File: src/rtl/cpu_pkg.sv
// Shared CPU datapath definitions: default word width and mux selection modes.
package cpu_pkg;

  localparam int WORD_W  = 16;

  // Selection modes for the stream multiplexer
  localparam int SEL_EXT = 0;
  localparam int SEL_RR  = 1;

  // Advance a channel index by one, wrapping from n-1 back to 0
  function automatic int wrapInc(input int idx, input int n);
    return (idx == n - 1) ? 0 : idx + 1;
  endfunction

endpackage

File: src/rtl/mux_nto1_stream_rr_arbiter.sv
// Rotate-priority encoder: grants the first requester at or after ptr,
// searching upward and wrapping from N-1 to 0. Purely combinational.
module rr_arbiter #(
  parameter  int N     = 4,
  localparam int SEL_W = $clog2(N)
) (
  input  logic [N-1:0]     req,
  input  logic [SEL_W-1:0] ptr,
  output logic             gnt_vld,
  output logic [SEL_W-1:0] gnt_idx
);

  int idx;

  // Scan all N positions starting from ptr; the first active request wins
  always_comb begin
    gnt_vld = 1'b0;
    gnt_idx = '0;
    idx     = 0;
    for (int i = 0; i < N; i++) begin
      idx = (int'(ptr) + i) % N;
      if (!gnt_vld && req[idx]) begin
        gnt_vld = 1'b1;
        gnt_idx = SEL_W'(idx);
      end
    end
  end

endmodule

File: src/rtl/mux_nto1_stream.sv
// N-to-1 word multiplexer with a one-entry registered output and valid/ready
// handshake. Channel choice is either an external select or round-robin.
module mux_nto1_stream
  import cpu_pkg::*;
#(
  parameter  int WIDTH    = WORD_W,
  parameter  int N_IN     = 4,
  parameter  int SEL_MODE = SEL_EXT,
  localparam int SEL_W    = $clog2(N_IN)
) (
  input  logic                  clk,
  input  logic                  rst_n,
  input  logic [N_IN-1:0]       in_valid,
  input  logic [N_IN*WIDTH-1:0] in_data,
  output logic [N_IN-1:0]       in_ready,
  input  logic [SEL_W-1:0]      sel,
  output logic                  out_valid,
  output logic [WIDTH-1:0]      out_data,
  output logic [SEL_W-1:0]      out_sel,
  input  logic                  out_ready
);

  logic             load;
  logic             gntVld;
  logic [SEL_W-1:0] gntIdx;
  logic [WIDTH-1:0] gntWord;

  logic             outValid_q, outValid_d;
  logic [WIDTH-1:0] outData_q,  outData_d;
  logic [SEL_W-1:0] outSel_q,   outSel_d;

  // The slot can take a word when it is empty or is being drained this cycle
  assign load = ~outValid_q | out_ready;

  generate
    if (SEL_MODE == SEL_RR) begin : gRr
      logic [SEL_W-1:0] rrPtr_q, rrPtr_d;
      logic             arbVld;
      logic [SEL_W-1:0] arbIdx;

      rr_arbiter #(.N(N_IN)) uArb (
        .req     (in_valid),
        .ptr     (rrPtr_q),
        .gnt_vld (arbVld),
        .gnt_idx (arbIdx)
      );

      // Arbiter result only becomes a grant when the output slot can load
      always_comb begin
        gntVld = arbVld & load;
        gntIdx = arbIdx;
      end

      // Pointer moves just past the granted channel, only on a transfer
      always_comb begin
        rrPtr_d = rrPtr_q;
        if (gntVld) begin
          rrPtr_d = SEL_W'(wrapInc(int'(gntIdx), N_IN));
        end
      end

      // Round-robin pointer register
      always_ff @(posedge clk or negedge rst_n) begin
        if (!rst_n) begin
          rrPtr_q <= '0;
        end else begin
          rrPtr_q <= rrPtr_d;
        end
      end
    end else begin : gExt
      // External select grants only an in-range, valid channel while loadable
      always_comb begin
        gntVld = 1'b0;
        gntIdx = sel;
        for (int k = 0; k < N_IN; k++) begin
          if (sel == SEL_W'(k) && in_valid[k]) begin
            gntVld = load;
          end
        end
      end
    end
  endgenerate

  // Pick the granted channel's word out of the packed input bus
  always_comb begin
    gntWord = '0;
    for (int k = 0; k < N_IN; k++) begin
      if (gntIdx == SEL_W'(k)) begin
        gntWord = in_data[k*WIDTH +: WIDTH];
      end
    end
  end

  // One-hot accept for the granted channel, forced low while in reset
  always_comb begin
    in_ready = '0;
    for (int k = 0; k < N_IN; k++) begin
      if (rst_n && gntVld && gntIdx == SEL_W'(k)) begin
        in_ready[k] = 1'b1;
      end
    end
  end

  // Output slot next state: load replaces, drain empties, stall holds
  always_comb begin
    outValid_d = outValid_q;
    outData_d  = outData_q;
    outSel_d   = outSel_q;
    if (gntVld) begin
      outValid_d = 1'b1;
      outData_d  = gntWord;
      outSel_d   = gntIdx;
    end else if (load) begin
      outValid_d = 1'b0;
    end
  end

  // Output register
  always_ff @(posedge clk or negedge rst_n) begin
    if (!rst_n) begin
      outValid_q <= 1'b0;
      outData_q  <= '0;
      outSel_q   <= '0;
    end else begin
      outValid_q <= outValid_d;
      outData_q  <= outData_d;
      outSel_q   <= outSel_d;
    end
  end

  assign out_valid = outValid_q;
  assign out_data  = outData_q;
  assign out_sel   = outSel_q;

endmodule

File: config.mk
export PLATFORM = sky130hd
export DESIGN_NAME = mux_nto1_stream
export DESIGN_NICKNAME = d
export VERILOG_FILES = /design/src/rtl/cpu_pkg.sv /design/src/rtl/mux_nto1_stream_rr_arbiter.sv /design/src/rtl/mux_nto1_stream.sv
export SDC_FILE = /design/constraint.sdc
export NUM_CORES = 1
export LEC_CHECK = 0
export ABC_AREA = 1
export CAP_MARGIN = 20
export CELL_PAD_IN_SITES_DETAIL_PLACEMENT = 2
export CELL_PAD_IN_SITES_GLOBAL_PLACEMENT = 2
export CORE_AREA = 2 2 90 92
export CTS_BUF_LIST = sky130_fd_sc_hd__clkbuf_2
export CTS_CLUSTER_SIZE = 12
export DETAILED_ROUTE_END_ITERATION = 6
export DIE_AREA = 0 0 92 94
export PLACE_DENSITY = 0.87
export SLEW_MARGIN = 30
export SYNTH_ARGS = -nofsm -noshare
export SYNTH_HDL_FRONTEND = slang
export SYNTH_SLANG_ARGS = --single-unit
File: constraint.sdc
create_clock -name clk -period 1.9 [get_ports clk]
set_input_delay 0.38 -clock clk [delete_from_list [all_inputs] [get_ports clk]]
set_output_delay 0.38 -clock clk [all_outputs]
set_load 0.02 [all_outputs]
Word-level counts from Yosys, hierarchy flattened
Cells that the tools add are included.
{"block": "totals", "output_inout_bits": 23, "ff_bits": 19, "romBits": 0, "latch_bits": 0, "mem_count": 0, "mem_bits_rw": 0}
{"block": "op_classes", "n_reduce_logical": 11, "mux": 14, "add_sub_neg": 0, "shift": 0, "bitwise_logic": 2, "div": 0, "n_lt_le_gt_ge": 0, "n_mul": 0, "n_eq_ne": 3}
{"operator": "two-way mux 16 bit", "count": 4}
{"operator": "two-way mux 1 bit", "count": 10}
{"operator": "logical AND 1 bit", "count": 9}
{"operator": "== test 2 bit (second input constant)", "count": 2}
{"operator": "== test 2 x 1 -> 1 bit (second input constant)", "count": 1}
{"operator": "logical NOT 2 bit", "count": 1}
{"operator": "nonzero test 2 bit", "count": 1}
{"operator": "inverter 1 bit", "count": 1}
{"operator": "bitwise OR 1 bit", "count": 1}

Longest topological paths before layout
Gate-level depths: netlist of run 1.
{"block": "depth", "ltp_word": 9, "ltp_mapped": 9, "depth_no_buf": 7}

Worst setup path after synthesis of run 1
OpenSTA, ideal clock, no wires.
{"block": "synth_timing", "path_kind": "in2out", "start": "input port sel[1]", "end": "output port in_ready[0]", "t_arrival_ps": 1362, "path_slack_ps": 158, "path_stages": 8, "n_path_buf": 1, "path_cell_list": "buf_6 -> nor2_8 -> nand2_2 -> nand2_2 -> inv_1 -> nand2_1 -> nand3_1 -> nor2_1"}
{"block": "synth_via", "elab_chain_len": 9, "elab_cells_between_ends": 15, "cone_classes": "eq/ne: 3; mux: 5; reduce/logical: 7"}
{"element": "from (decl)", "line": "mux_nto1_stream.sv:16", "rtl": "input logic [SEL_W-1:0] sel,"}
{"element": "logical NOT 2 bit", "line": "mux_nto1_stream.sv:76, mux_nto1_stream.sv:98"}
{"element": "logical AND 1 bit", "line": "mux_nto1_stream.sv:76", "rtl": "if (sel == SEL_W'(k) && in_valid[k]) begin"}
{"element": "two-way mux 1 bit (4 in a row)", "line": "mux_nto1_stream.sv:76"}
{"element": "logical AND 1 bit", "line": "mux_nto1_stream.sv:98", "rtl": "if (rst_n && gntVld && gntIdx == SEL_W'(k)) begin"}
{"element": "logical AND 1 bit *", "line": "mux_nto1_stream.sv:98"}
{"element": "two-way mux 1 bit *", "line": "mux_nto1_stream.sv:98"}
{"element": "to (decl)", "line": "mux_nto1_stream.sv:15", "rtl": "output logic [N_IN-1:0] in_ready,"}
Mark *: on every way between the ends. The rest lies on a longest branch, timed or not.

Worst setup path after layout of run 1
{"block": "layout_timing", "start": "input port out_ready", "end": "output port in_ready[3]"}
{"block": "layout_via", "elab_chain_len": 8}
{"element": "from (decl)", "line": "mux_nto1_stream.sv:20", "rtl": "input logic out_ready"}
{"element": "bitwise OR 1 bit *", "line": "mux_nto1_stream.sv:33", "rtl": "assign load = ~outValid_q | out_ready;"}
{"element": "two-way mux 1 bit (3 in a row)", "line": "mux_nto1_stream.sv:76"}
{"element": "two-way mux 1 bit *", "line": "mux_nto1_stream.sv:76"}
{"element": "logical AND 1 bit * (2 in a row)", "line": "mux_nto1_stream.sv:98"}
{"element": "two-way mux 1 bit *", "line": "mux_nto1_stream.sv:98"}
Marked as above.

==> results of run 1 <==
## worst max path at each step
stage,end,slack [ps],cells past startpoint
4_1_cts,in_ready[3],20,10
3_3_place_gp,in_ready[3],-790,8
3_5_place_dp,in_ready[3],-860,8
2_1_floorplan,in_ready[0],160,8
5_1_grt,in_ready[3],10,6
6_report,in_ready[3],100,6
## through the flow
stage / cell area (sq um) / utilization / total power [mW] / cells / TNS [ps]
6_report: 2531 / 0.3327 / 1.521 / 404 / 0
5_1_grt: 2531 / 0.3327 / 1.632 / 404 / 0
4_1_cts: 2509 / 0.3298 / 1.547 / 404 / 0
3_5_place_dp: 2436 / 0.3202 / 1.335 / 398 / -5879
3_3_place_gp: 2436 / 0.3202 / 1.306 / 398 / -4489
2_1_floorplan: 1284 / - / 0.8727 / 192 / 0
## cells in the mapped netlist
| master | count | area share |
|---|---|---|
| buf_1 | 1 | 0.0029 |
| buf_2 | 2 | 0.0078 |
| buf_4 | 1 | 0.0059 |
| buf_6 | 4 | 0.035 |
| dfrtp_1 | 19 | 0.37 |
| inv_1 | 7 | 0.020 |
| inv_2 | 3 | 0.0088 |
| nand2_1 | 119 | 0.35 |
| nand2_2 | 3 | 0.015 |
| nand3_1 | 5 | 0.019 |
| nand3_2 | 1 | 0.0078 |
| nand4_1 | 16 | 0.078 |
| nor2_1 | 5 | 0.015 |
| nor2_2 | 1 | 0.0049 |
| nor2_4 | 2 | 0.018 |
| nor2_8 | 2 | 0.031 |
| o21ai_4 | 1 | 0.013 |
## critical path: cells and delay by family
kind | cells | cell delay [ps]
AND/OR/NAND/NOR | 3 | 340
buffers and inverters | 3 | 700
## routing by layer
| layer | vias to the layer above | track usage | routed length [um] |
|---|---|---|---|
| met4 | 0 | 0.02239 | 14 |
| met3 | 2 | 0.02809 | 285 |
| li1 | 821 | - | - |
| met1 | 823 | 0.1548 | 2350 |
| met2 | 55 | 0.2880 | 3431 |
| met5 | - | 0 | 0 |
## registers in the layout, summed over array words and instances, names as in the netlist
signal / cells
out_valid: 1
out_data: 16
out_sel: 2
## placed cells by master, fill, tap and decap left out
cell / instances
dlygate4sd2_1: 3
nor2_8: 2
clkbuf_2: 4
nand2_1: 118
dlymetal6s2s_1: 1
nor2_2: 2
buf_4: 18
inv_1: 5
nand4_1: 16
buf_6: 4
clkinv_2: 1
nand2_2: 3
dfrtp_1: 19
nand3_4: 1
buf_12: 1
nand3_1: 3
o21ai_4: 1
inv_2: 4
nand3_2: 2
clkdlybuf4s15_2: 1
nor2_4: 6
inv_4: 1
clkdlybuf4s50_1: 85
nand2_4: 1
## area by class of cell
class | instances | area (sq um)
Timing Repair Buffer | 114 | 1106
Tap cell | 102 | 127.6
Clock buffer | 3 | 15.01
Inverter | 10 | 40.04
Clock inverter | 1 | 5.005
Fill cell | 891 | 5076
Sequential cell | 19 | 475.5
Multi-Input combinational cell | 155 | 762.0
## power by group
group          internal (mW)  leakage, nW  switching [mW]
sequential             0.494        0.237          0.0533
combinational          0.399        0.895           0.380
clock                 0.0477       0.0164           0.146
## cell families after synthesis
logic type | Yosys count
simple gates | 154
compound gates | 1
flops | 19
buf+inv | 18
## repair_timing
item,CTS,global route
hold buffers,0,0
setup endpoints to repair,4,4
setup buffers,2,0
pin swaps,7,4
gates resized for setup,41,10
==> flow_summary.ini, run 1 <==
[sta]
slew_violations = 0
min_period_ps = 1805
timing.slew.headroom = 0.8159
setup_ws_ps = 95.30
hold_violations = 0
fin_crit_sh = 0.9498
rsz0062_at_grt = no
setup_viol = 0
fmax_mhz = 554.1
hold_slack_ps = 508.7
worst_pin_slew_ps = 275.3
clock_skew_ps = 19.72

[global_route]
grt_pass1_wl_mm = 9.632
grt_max_degree = 20
track_usage = 0.1427
antenna_found_initial = 0
grt-ovfl-total = 0
grt_pass1_vias = 1898

[setup_path]
rr_endpoint = out_data[14]$_DFFE_PN0N_
crit_type = in2out
critPathLaunchType = primary input
path_cells = clkdlybuf4s50_1 > nor2_2 > inv_2 > nand3_4 > nor2_4 > buf_6
crit_path_start = out_ready
endpoint_kind = output pin
r2r_cells = 8
crit_fanout = 4
rrSetupSlack_ps = 650
max_stage_delay_ps = 490
crit_arrival_ps = 1420
slowest_stage = clkdlybuf4s50_1
crit_required_ps = 1520
r2r-start = out_valid$_DFFE_PN0P_

[synth]
synth_xor_area_frac = 0
syn_avg_cell_area_sq_um = 6.686
synth_nets = 265
ys_ff_latch = 19
synth_top_family_by_area = simple AND/OR/NAND/NOR gates
ys_seq_area_frac = 0.3704
synth_cells = 192
synth_area_sq_um = 1284
synthSimpleGateAreaFrac = 0.5361
synth_compound_area_frac = 0.01267
synthMuxAreaShare = 0
synth.distinct_cells = 17
ys_warn_count = 0
synth_fa_ha_area_frac = 0

[die]
die_x_um = 92
initial_core_util = 0.1687
die-area_sq_um = 8648
die_y_um = 94
core_area_sq_um = 7607
fp-row-count = 32
pin_count = 96

[drt]
vias = 1701
wl_per_cell_um = 15.05
final_antenna_net_count = 0
drc = 0
wl_mm = 6.081
vias_per_cell = 4.210
drt_first_pass_iters = 4
drtIter0Drc = 33

[final_layout]
drive_gt1_frac = 0.1722
synthToLayoutAreaGrowth_pct = 97.17
antenna_cells_inserted = 0
nets = 376

[pwr]
powerDensity_nw_per_um2 = 601.1
power_leakage_nw = 1.148
ir_worst_vdd_mv = 0.1813

[clock_network]
h-tree-depth = 1
clock_path_buffers = 2
cts_tree = built
cts_buffers = 3
cts_sinks = 19
cts-root-buf = clkbuf_2
clkTransAtPathRegs_ps = 230
worstSkewPairLatency_ps = 330

[place]
port_buffers = 95
place_ws_ps = -857.6
dp_hpwl_mm = 4.940
gp_congestion = 0.7245

[worst_hold_path]
hp-class = reg2reg
holdPathStages = 2
min-delay-start = out_sel[0]$_DFFE_PN0N_
min_to = out_sel[0]$_DFFE_PN0N_

[outcome]
status = completed

[flow_run]
max-cap-violations = 0
(Power assumes the default switching activity.)
==> run 2: changes to the inputs <==
--- a/config.mk
+++ b/config.mk
@@ -19,3 +19,4 @@
 export SYNTH_ARGS = -nofsm -noshare
 export SYNTH_HDL_FRONTEND = slang
 export SYNTH_SLANG_ARGS = --single-unit
+export TNS_END_PERCENT = 30
==> results of run 2 <==
Same layout as run 1: the final DEF is identical, and so are final timing and power.
==> run 3: changes to the inputs <==
--- a/config.mk
+++ b/config.mk
@@ -15,7 +15,7 @@
 export DETAILED_ROUTE_END_ITERATION = 6
 export DIE_AREA = 0 0 92 94
 export PLACE_DENSITY = 0.87
-export SLEW_MARGIN = 30
+export SLEW_MARGIN = 5
 export SYNTH_ARGS = -nofsm -noshare
 export SYNTH_HDL_FRONTEND = slang
 export SYNTH_SLANG_ARGS = --single-unit
==> results of run 3 <==
Same layout as run 1: the final DEF is identical, and so are final timing and power.
